File: config.mk
export PLATFORM = sky130hd
export DESIGN_NAME = qout_capture_fifo
export DESIGN_NICKNAME = d
export VERILOG_FILES = /design/src/rtl/fifo_pkg.sv /design/src/rtl/fifo_mem.sv /design/src/rtl/qout_capture_fifo.sv
export SDC_FILE = /design/constraint.sdc
export NUM_CORES = 1
export LEC_CHECK = 0
export BUFFER_PORTS_ARGS = -buffer_cell sky130_fd_sc_hd__buf_2
export CORE_MARGIN = 5
export CORE_UTILIZATION = 48
export CTS_CLUSTER_DIAMETER = 150
export DETAILED_ROUTE_END_ITERATION = 12
export PLACE_DENSITY = 0.75
export SLEW_MARGIN = 30
export SYNTH_ARGS = -nofsm -noshare
export SYNTH_HDL_FRONTEND = slang
export SYNTH_SLANG_ARGS = --single-unit
export TNS_END_PERCENT = 10
File: constraint.sdc
create_clock -name clk -period 2.65 [get_ports clk]
set_clock_uncertainty 0.15 [all_clocks]
set_input_delay 0 -clock clk [delete_from_list [all_inputs] [get_ports clk]]
set_output_delay 0 -clock clk [all_outputs]
set_load 0.01 [all_outputs]
File: src/rtl/fifo_pkg.sv
// Shared types and sizing helpers for the qout capture FIFO.
// Defaults match the 8-bit flipflop stage feeding the FIFO.
package fifo_pkg;

    localparam int FIFO_WIDTH = 8;
    localparam int FIFO_DEPTH = 8;

    typedef logic [FIFO_WIDTH-1:0] data_t;

    // Occupancy must represent 0..depth inclusive, hence one extra bit.
    function automatic int cnt_width(input int depth);
        return $clog2(depth) + 1;
    endfunction

endpackage

File: src/rtl/fifo_mem.sv
// DEPTH x WIDTH register array: one synchronous write port, one asynchronous read port.
// Contents are deliberately not reset; validity is tracked by the controller.
module fifo_mem #(
    parameter int WIDTH = 8,
    parameter int DEPTH = 8,
    parameter int AW    = $clog2(DEPTH)
) (
    input  logic             clk,
    input  logic             we,
    input  logic [AW-1:0]    waddr,
    input  logic [WIDTH-1:0] wdata,
    input  logic [AW-1:0]    raddr,
    output logic [WIDTH-1:0] rdata
);

    logic [WIDTH-1:0] mem_q [DEPTH];

    always_ff @(posedge clk) begin
        if (we) begin
            mem_q[waddr] <= wdata;
        end
    end

    assign rdata = mem_q[raddr];

endmodule

File: src/rtl/qout_capture_fifo.sv
// First-word fall-through FIFO capturing valid qout words; write-to-read latency 1 cycle.
// Backpressure: din_ready = !full, dout_valid = !empty, both from registered count; writes while full are dropped and flagged.
module qout_capture_fifo
    import fifo_pkg::*;
#(
    parameter int WIDTH = FIFO_WIDTH,
    parameter int DEPTH = FIFO_DEPTH,
    parameter int CW    = cnt_width(DEPTH)
) (
    input  logic             clk,
    input  logic             reset,
    input  logic [WIDTH-1:0] din,
    input  logic             din_valid,
    output logic             din_ready,
    output logic [WIDTH-1:0] dout,
    output logic             dout_valid,
    input  logic             dout_ready,
    output logic [CW-1:0]    count,
    output logic             overflow
);

    localparam int AW = $clog2(DEPTH);

    logic [AW-1:0]    wr_ptr_q, wr_ptr_d;
    logic [AW-1:0]    rd_ptr_q, rd_ptr_d;
    logic [CW-1:0]    count_q, count_d;
    logic             overflow_q, overflow_d;
    logic             full, empty;
    logic             wr_en, rd_en;
    logic [WIDTH-1:0] rdata;

    assign full  = (count_q == CW'(DEPTH));
    assign empty = (count_q == '0);

    // A read in the same cycle never frees a slot for a write: no pass-through when full.
    assign wr_en = din_valid && !full && !reset;
    assign rd_en = dout_ready && !empty;

    always_comb begin
        wr_ptr_d   = wr_ptr_q;
        rd_ptr_d   = rd_ptr_q;
        count_d    = count_q;
        overflow_d = overflow_q || (din_valid && full);
        if (wr_en) begin
            wr_ptr_d = wr_ptr_q + AW'(1);
        end
        if (rd_en) begin
            rd_ptr_d = rd_ptr_q + AW'(1);
        end
        case ({wr_en, rd_en})
            2'b10:   count_d = count_q + CW'(1);
            2'b01:   count_d = count_q - CW'(1);
            default: count_d = count_q;
        endcase
    end

    always_ff @(posedge clk) begin
        if (reset) begin
            wr_ptr_q   <= '0;
            rd_ptr_q   <= '0;
            count_q    <= '0;
            overflow_q <= 1'b0;
        end else begin
            wr_ptr_q   <= wr_ptr_d;
            rd_ptr_q   <= rd_ptr_d;
            count_q    <= count_d;
            overflow_q <= overflow_d;
        end
    end

    fifo_mem #(
        .WIDTH (WIDTH),
        .DEPTH (DEPTH),
        .AW    (AW)
    ) u_mem (
        .clk   (clk),
        .we    (wr_en),
        .waddr (wr_ptr_q),
        .wdata (din),
        .raddr (rd_ptr_q),
        .rdata (rdata)
    );

    assign din_ready  = !full;
    assign dout_valid = !empty;
    assign dout       = empty ? '0 : rdata;
    assign count      = count_q;
    assign overflow   = overflow_q;

endmodule

Word level (Yosys, flattened, before mapping)
Memories as Yosys holds them, arrays and structs flattened. A register that Yosys moved wholly into a read port is not among the register bits.
Cells that the tools add are included.
Word-level totals
  logic and storage cells: 28
  memory bits (writable): 64
  memories: 1
  output and inout bits: 15
  memory bits (read-only): 0
  latch bits: 0
  bits in registers: 11
Memory list
  u_mem.mem_q: depth 8, width 8, rd ports 1, clocked after memory_dff 1, wr ports 1, RTL line fifo_mem.sv:16  | logic [WIDTH-1:0] mem_q [DEPTH];
Operators by class
  divide/modulo/power cells: 0
  shift operators: 0
  $lt $le $gt $ge: 0
  reduce and logical (&&, ||, !) cells: 10
  bitwise gates (word level): 0
  equality and inequality tests: 3
  multiply operators: 0
  multiplexer cells: 6
  $add $sub $neg: 4
Operators by type and width (count)
  $mux 8: 1
  $pmux 4 s2: 1
  $add 3x1->3 const B: 2
  $mux 3: 2
  $add 4x1->4 const B: 1
  $eq 4x4->1 const B: 1
  $logic_and 1x1->1: 4
  $logic_not 4->1: 1
  $sub 4x1->4 const B: 1
  $logic_not 1->1: 3
  $eq 2x1->1 const B: 1
  $eq 2x2->1 const B: 1
  $mux 1: 2
  $reduce_bool 2->1: 1
  $logic_or 1x1->1: 1

Depth between registers and ports, before layout
Gate-level depths: netlist (run 1).
  depth in word-level cells: 6
  gate-level depth with buffers: 12
  gate-level depth less buffers: 10

Cells and area by module
Synthesis (run 1) repeated with hierarchy kept, for this count alone.
Unflattened totals
  cells, all modules: 180
  area, all modules: 3174.3 sq um
Modules (own cells, without submodules)
  fifo_mem: cells each 106, area each 2531.2 sq um, instances 1
  qout_capture_fifo: cells each 74, area each 643.1 sq um, instances 1

Least setup slack after synthesis (run 1)
No wires, ideal clock.
  path type: register to register
  from: reg count_q[1] (netlist: count[1])
  to: reg count_q[2] (netlist: count[2])
  data required time: 2430 ps
  arrival time: 2522 ps
  stages on the path, launching flop included: 13
  setup slack: -92 ps
  cell sequence: dfxtp_1 buf_6 nor4_4 inv_2 and2_4 buf_6 ha_1 xor2_1 ha_1 a21oi_1 xor2_1 or3_1 a21oi_1
RTL lines
  from (decl): RTL line qout_capture_fifo.sv:26  | logic [CW-1:0] count_q, count_d;
  from (signal assigned): RTL line qout_capture_fifo.sv:66  | count_q <= count_d;
  $logic_not 4->1 *: RTL line qout_capture_fifo.sv:33  | assign empty = (count_q == '0);
  $logic_not 1->1 *
  net dout_valid: RTL line qout_capture_fifo.sv:16  | output logic dout_valid,
  $logic_and 1x1->1 *: RTL line qout_capture_fifo.sv:37  | assign rd_en = dout_ready && !empty;
  net rd_en: RTL line qout_capture_fifo.sv:29  | logic wr_en, rd_en;
  $eq 2x1->1 or $eq 2x2->1 (tied branches): RTL line qout_capture_fifo.sv:50  | case ({wr_en, rd_en})
  $pmux 4 s2 or $reduce_bool 2->1 (tied branches)
Mark *: on every way through the listed nets, which the timed path passes. The rest lies on a longest branch.
A chain may end at the register's enable or synchronous reset.

Worst setup path in the final report (run 1)
  from: reg count_q[2] (netlist: count[2])
  to: reg count_q[2] (netlist: count[2])
Between the ends
  word-level cells in the longest chain between the ends: 6
RTL lines
  $eq 4x4->1: RTL line qout_capture_fifo.sv:32  | assign full = (count_q == CW'(DEPTH));
  $logic_not 1->1: RTL line qout_capture_fifo.sv:36  | assign wr_en = din_valid && !full && !reset;
  $logic_and 1x1->1 (2 in a row): RTL line qout_capture_fifo.sv:36
  $eq 2x1->1 or $eq 2x2->1 (tied branches): RTL line qout_capture_fifo.sv:50
  $pmux 4 s2 or $reduce_bool 2->1 (tied branches)
Several ways; a longest one is shown, not always the timed one.

==> flow_summary.yaml, run 1 <==
outcome:
  status: "completed"
yosys:
  synth_top_family_by_area: "multiplexers"
  synth-main-ff-cell: "edfxtp_1"
  synth-edff-count: 64
  async_flop_share_pct: 0
  synth_xor_area_share_pct: 2.168
  yosysTopAreaCell: "edfxtp_1"
  synth_compound_area_share_pct: 1.261
  ys_ff_latch: 78
  synth_seq_area_share_pct: 69.37
  synth_fp_nets: 199
  muxShareOfSynthArea_pct: 14.86
  yosysUniqueCellTypes: 34
  syn_area_um2: 3174
  yosys.area_share.adder_pct: 1.971
  syn_avg_cell_area_um2: 17.44
  yosys_warnings: 0
  synthCells: 182
  synth_top_area_share_pct: 60.54
  synth.area.top_cells: "edfxtp_1 (61%), mux4_2 (11%), dfxtp_1 (8.8%)"
  synth-simple-area-share_pct: 8.317
floorplanning:
  rows: 29
  die-area_um2: 8339
  start_util_pct: 49.71
  io_pins: 27
  die_h_um: 91.32
  core_um2: 6386
  die_x_um: 91.32
placement:
  port_buffers: 26
  dpl.hpwl_mm: 3.698
  place.gp.congestion: 0.6906
  pre_cts_ws_ns: 0.1251
  place_area_um2: 3430
setup_path:
  ff2ff_setup_slack_ns: 0.20
  endpoint: "count[2]$_SDFFE_PP0P_"
  cpLargestDelayFamily: "simple AND/OR/NAND/NOR gates"
  critPathMaxFanout: 8
  cp-end-kind: "flop"
  r2r_cells: 9
  path_cells: "or4b_1, nand3b_4, ha_4, xor2_1, ha_1, a21oi_1, xor2_1, or3_1, a21oi_1"
  cp_num_buf_inv: 0
  cp-start-kind: "flop"
  cp-startpoint: "count[2]$_SDFFE_PP0P_"
  max_stage_delay_ns: 0.58
  path_class: "flop to flop"
  cpMaxStageDelayCell: "or4b_1"
  worstReg2RegEnd: "count[2]$_SDFFE_PP0P_"
  cp.depth: 9
  crit_required_ns: 2.78
  cp.arrival_ns: 2.58
  reg2reg_from: "count[2]$_SDFFE_PP0P_"
pwr:
  seqPwrFrac_pct: 40.9
  p_comb_share_pct: 30.4
  leakagePower_nw: 1.330
  p_sw_mw: 1.022
  power_density_nw_per_um2: 947.3
  p_clk_share_pct: 28.6
  sw_frac_of_total_pct: 28.41
  peakVddDrop_mv: 0.6412
  intPower_mw: 2.576
drt:
  vias_per_cell: 5.390
  dr_total_vias: 1698
  dr.first_iter.drc_count: 92
  drc: 0
  firstDrtPassIters: 4
  routed_wl_mm: 5.530
  wire_per_inst_um: 17.56
  ant_nets: 0
clocking:
  cts_tree: "done"
  cts.reportedPaths.clkPinSlew_ns: 0.08
  htreeDepth: 3
  cts-buffers-inserted: 9
  cts_buffer_depth: 2
  postCtsSetupRepairBufs: 0
  clk_latency_ns: 0.34
  cts.sinks: 78
  root_buffer: "clkbuf_8"
grt:
  antenna_found_initial: 0
  grt_pass1_vias: 1690
  grt_max_degree: 17
  grt_use_total_pct: 14.13
  grt_pass1_wl_mm: 8.832
  grt_overflow: 0
job:
  max_cap_violations: 0
timing:
  tns_ns: 0
  slew_viol_final: 0
  period_needed_ns: 2.454
  fmax_mhz: 407.5
  slew_headroom_pct: 41.89
  rsz0062_at_grt: "false"
  worst_pin_slew_ns: 0.8684
  setup_ws_ns: 0.1962
  timing_hold_violations_final: 0
  fin_crit_sh_pct: 92.60
  setup_viol: 0
layout:
  drive_gt1_share_pct: 31.93
  final_area_um2: 3799
  utilization_pct: 59.48
  antenna_cells: 0
  fill_cells: 509
  syn2layout_area_growth_pct: 19.67
  fin_nets: 250
min_path:
  hold_path_class: "input port to flop"
-- worst min path at each step --
| stage | from | end | slack [ns] | depth (start not counted) |
|---|---|---|---|---|
| after global routing | din[7] | u_mem.mem_q[4][7]$_DFFE_PP_ | 0.32 | 2 |
| after CTS | din[7] | u_mem.mem_q[7][7]$_DFFE_PP_ | 0.30 | 2 |
| after detailed placement | din[7] | u_mem.mem_q[7][7]$_DFFE_PP_ | 0.12 | 1 |
| after global placement | din[7] | u_mem.mem_q[5][7]$_DFFE_PP_ | 0.12 | 1 |
| final | din[7] | u_mem.mem_q[6][7]$_DFFE_PP_ | 0.31 | 2 |
| after floorplan | reset | count[2]$_SDFFE_PP0P_ | -0.09 | 1 |
-- cell type report --
class	count	area [um^2]	area share [%]
flip-flops and latches	78	2205	58.04
multi-input cells	93	919.6	24.21
repair buffers	49	332.8	8.762
clock buffers	10	127.6	3.360
clock inverters	6	110.1	2.899
well taps	77	96.34	2.536
inverters	2	7.507	0.1976
-- synth_stat cells, types with 2 or more instances --
library cell,n
buf_6,2
ha_1,5
nor3_1,4
nor2_1,23
buf_1,2
mux4_2,16
nand2_1,3
xor2_1,6
buf_2,3
dfxtp_1,14
nand2b_1,3
mux2i_1,10
nand3_1,3
edfxtp_1,64
a21oi_1,5
-- cell usage in the layout, fill, tap and decap left out, types with 2 or more instances in the layout --
cell and n:
mux2i_1 10, dlygate4sd3_1 12, nand2b_1 3, nand3_1 3, dfxtp_1 12, nor3_1 4, buf_4 11, clkbuf_8 9
edfxtp_1 64, nand2_1 3, buf_2 26, xor2_1 6, mux4_2 16, bufinv_16 3, nor2_1 23, dfxtp_2 2
ha_1 4, a21oi_1 5
-- registers in the layout, summed over array words and instances, names as in the netlist, named ones only --
register     flops
u_mem.mem_q     64
wr_ptr_q         3
overflow         1
count            4
rd_ptr_q         3
-- what timing repair did --
action	in CTS	in global routing
hold buffers	12	0
gates resized for setup	0	2
endpoints found under the setup margin	0	1
hold endpoints to repair	78	0
-- cell families after synthesis --
| logic type | count (synthesis) |
|---|---|
| compound gates | 7 |
| xor+xnor | 7 |
| fa+ha+maj | 5 |
| buf+inv | 11 |
| flops | 78 |
| mux | 27 |
| simple gates | 47 |
-- per-stage QoR --
step	hold slack, ns	total power, mW	instances
final	0.3128	3.598	315
after global routing	0.3170	3.816	315
after CTS	0.2986	3.634	315
after detailed placement	0.1216	2.589	287
after global placement	0.1194	2.565	287
after floorplan	-0.08835	2.261	182
-- layer usage --
metal	GRT usage, %	part of all wire (%)	up-vias
li1	-	-	801
met1	17.79	42	858
met2	23.02	53	31
met3	2.975	3.6	8
met4	7.335	1.6	0
met5	0	0	-
-- worst register-to-register path, cell delays in order, from the launching register on --
cell and delay [ns]:
dfxtp_2 0.37, or4b_1 0.58, nand3b_4 0.17, ha_4 0.18, xor2_1 0.15, ha_1 0.16
a21oi_1 0.05, xor2_1 0.15, or3_1 0.31, a21oi_1 0.14
-- power by group through the flow --
| stage | clock network (mW) | logic [mW] | registers [mW] |
|---|---|---|---|
| 2_1_floorplan | 0 | 0.755 | 1.51 |
| 3_3_place_gp | 0 | 1.07 | 1.49 |
| 3_5_place_dp | 0 | 1.09 | 1.50 |
| 4_1_cts | 1.05 | 1.11 | 1.47 |
| 5_1_grt | 1.12 | 1.22 | 1.49 |
| 6_report | 1.03 | 1.09 | 1.47 |
Note: power is estimated with default switching activity, not from simulation.
==> run 2, diff against run 1 <==
- CAP_MARGIN: not set -> 0
- SETUP_SLACK_MARGIN: not set -> 0.5
==> flow_summary.yaml, run 2 (synthesized netlist as in run 1, its figures left out) <==
floorplanning:
  die-area_um2: 8339
  die_h_um: 91.32
  rows: 29
  core_um2: 6386
  io_pins: 27
  start_util_pct: 49.71
  die_x_um: 91.32
clocking:
  cts_buffer_depth: 2
  clk_latency_ns: 0.34
  root_buffer: "clkbuf_8"
  cts.reportedPaths.clkPinSlew_ns: 0.08
  cts-buffers-inserted: 9
  cts_tree: "done"
  htreeDepth: 3
  cts.sinks: 78
pwr:
  p_clk_share_pct: 24.7
  sw_frac_of_total_pct: 30.66
  p_sw_mw: 1.087
  intPower_mw: 2.460
  power_density_nw_per_um2: 924.6
  leakagePower_nw: 1.328
  p_comb_share_pct: 33.2
  seqPwrFrac_pct: 42.1
  peakVddDrop_mv: 0.4325
setup_path:
  crit_required_ns: 2.77
  cp.arrival_ns: 2.52
  reg2reg_from: "count[0]$_SDFFE_PP0P_"
  ff2ff_setup_slack_ns: 0.25
  critPathMaxFanout: 4
  worstReg2RegEnd: "count[2]$_SDFFE_PP0P_"
  path_class: "flop to flop"
  r2r_cells: 9
  cp-end-kind: "flop"
  cp-start-kind: "flop"
layout:
  syn2layout_area_growth_pct: 20.85
  antenna_cells: 0
  final_cell_mix: "edfxtp_1 (64), buf_2 (26), nor2_1 (22), mux4_2 (16), buf_4 (13)"
  regMostFlops: "u_mem.mem_q"
  largest_reg_flops: 64
  fill_cells: 470
  fin_nets: 252
  multi_input_area_um2: 973.4
  drive_gt1_share_pct: 37.50
  final_common_cell: "edfxtp_1"
  seqCellArea_um2: 2215
timing:
  timing_hold_violations_final: 0
  rsz0062_at_grt: "true"
  timing.hold.ws_ns: 0.08063
  tns_ns: 0
  fmax_mhz: 416.6
  fin_crit_sh_pct: 90.59
  period_needed_ns: 2.401
  slew_viol_final: 0
  slew_headroom_pct: 40.56
  setup_viol: 0
  worst_pin_slew_ns: 0.8884
drt:
  highest_layer: "met4"
  firstDrtPassIters: 4
  dr.first_iter.drc_count: 128
  routed_wl_mm: 5.695
  dr_total_vias: 1698
  wl_met2_mm: 2.809
  ant_nets: 0
  vias_per_cell: 5.356
  drc: 0
  dr_wl_met3_um: 180
  wl_met1_mm: 2.575
  wire_per_inst_um: 17.97
grt:
  antenna_found_initial: 0
  grt_pass1_wl_mm: 9.149
  grt_pass1_vias: 1735
  grt_overflow: 0
  grt_max_degree: 17
  grt_use_total_pct: 14.66
placement:
  place.gp.congestion: 0.7444
  dpl.hpwl_mm: 3.513
  port_buffers: 26
min_path:
  hold-path-endpoint: "count[1]$_SDFFE_PP0P_"
  hold_path_depth: 5
  hold_path_class: "input port to flop"
  min_from: "din_valid"
job:
  max_cap_violations: 0
outcome:
  status: "completed"
-- run 2: how the worst max path moves through the flow --
stage                                      from                    end  cells after the start
after global placement    count[0]$_SDFFE_PP0P_  count[2]$_SDFFE_PP0P_                      9
after detailed placement  count[0]$_SDFFE_PP0P_  count[2]$_SDFFE_PP0P_                      9
after floorplan           count[3]$_SDFFE_PP0P_  count[3]$_SDFFE_PP0P_                      9
after CTS                 count[0]$_SDFFE_PP0P_  count[2]$_SDFFE_PP0P_                      9
after global routing      count[3]$_SDFFE_PP0P_  count[2]$_SDFFE_PP0P_                     10
final                     count[0]$_SDFFE_PP0P_  count[2]$_SDFFE_PP0P_                      9
-- run 2: power groups by stage --
stage,clock [mW],combinational (mW),sequential (mW)
2_1_floorplan,0,0.810,1.51
3_3_place_gp,0,1.09,1.52
3_5_place_dp,0,1.11,1.52
4_1_cts,0.893,1.18,1.49
5_1_grt,0.953,1.29,1.51
6_report,0.875,1.18,1.49
-- run 2: area by class of cell --
class                      instances  share of cell area [%]
timing repair buffer              51                   9.067
multi-input combinational         93                   25.38
clock buffer                      10                   3.327
tap                               77                   2.511
clock inverter                     6                   1.794
sequential                        78                   57.73
inverter                           2                  0.1957
-- run 2: critical path: stages, from the launching register on --
cell      delay [ns]
dfxtp_4         0.36
or4b_4          0.56
nand3b_4        0.13
ha_4            0.16
xor2_1          0.16
ha_2            0.19
a21oi_2         0.03
xor2_1          0.14
or3_1           0.32
a21oi_2         0.12
-- run 2: metrics by stage --
step	instance area, um^2	std cells	utilization, %	setup slack [ns]	power, mW
after detailed placement	3461	284	54.19	0.1365	2.633
after global routing	3836	317	60.07	0.1714	3.752
after CTS	3816	316	59.76	0.2683	3.563
after floorplan	3223	182	-	0.1503	2.323
final	3836	317	60.07	0.2495	3.547
after global placement	3452	284	54.06	0.2074	2.610
-- run 2: routing by layer --
layer  vias up  GRT usage, %
li1        809             -
met1       841         19.94
met2        37         22.48
met3        11         2.149
met4         0         8.680
met5         -             0
-- run 2: timing repair --
item / in CTS / in global routing
pin swaps: 3 / 3
setup endpoints to repair: 31 / 24
setup buffers: 4 / 1
resized for setup: 3 / 3
hold buffers: 12 / 0
endpoints found under the hold margin: 78 / 0
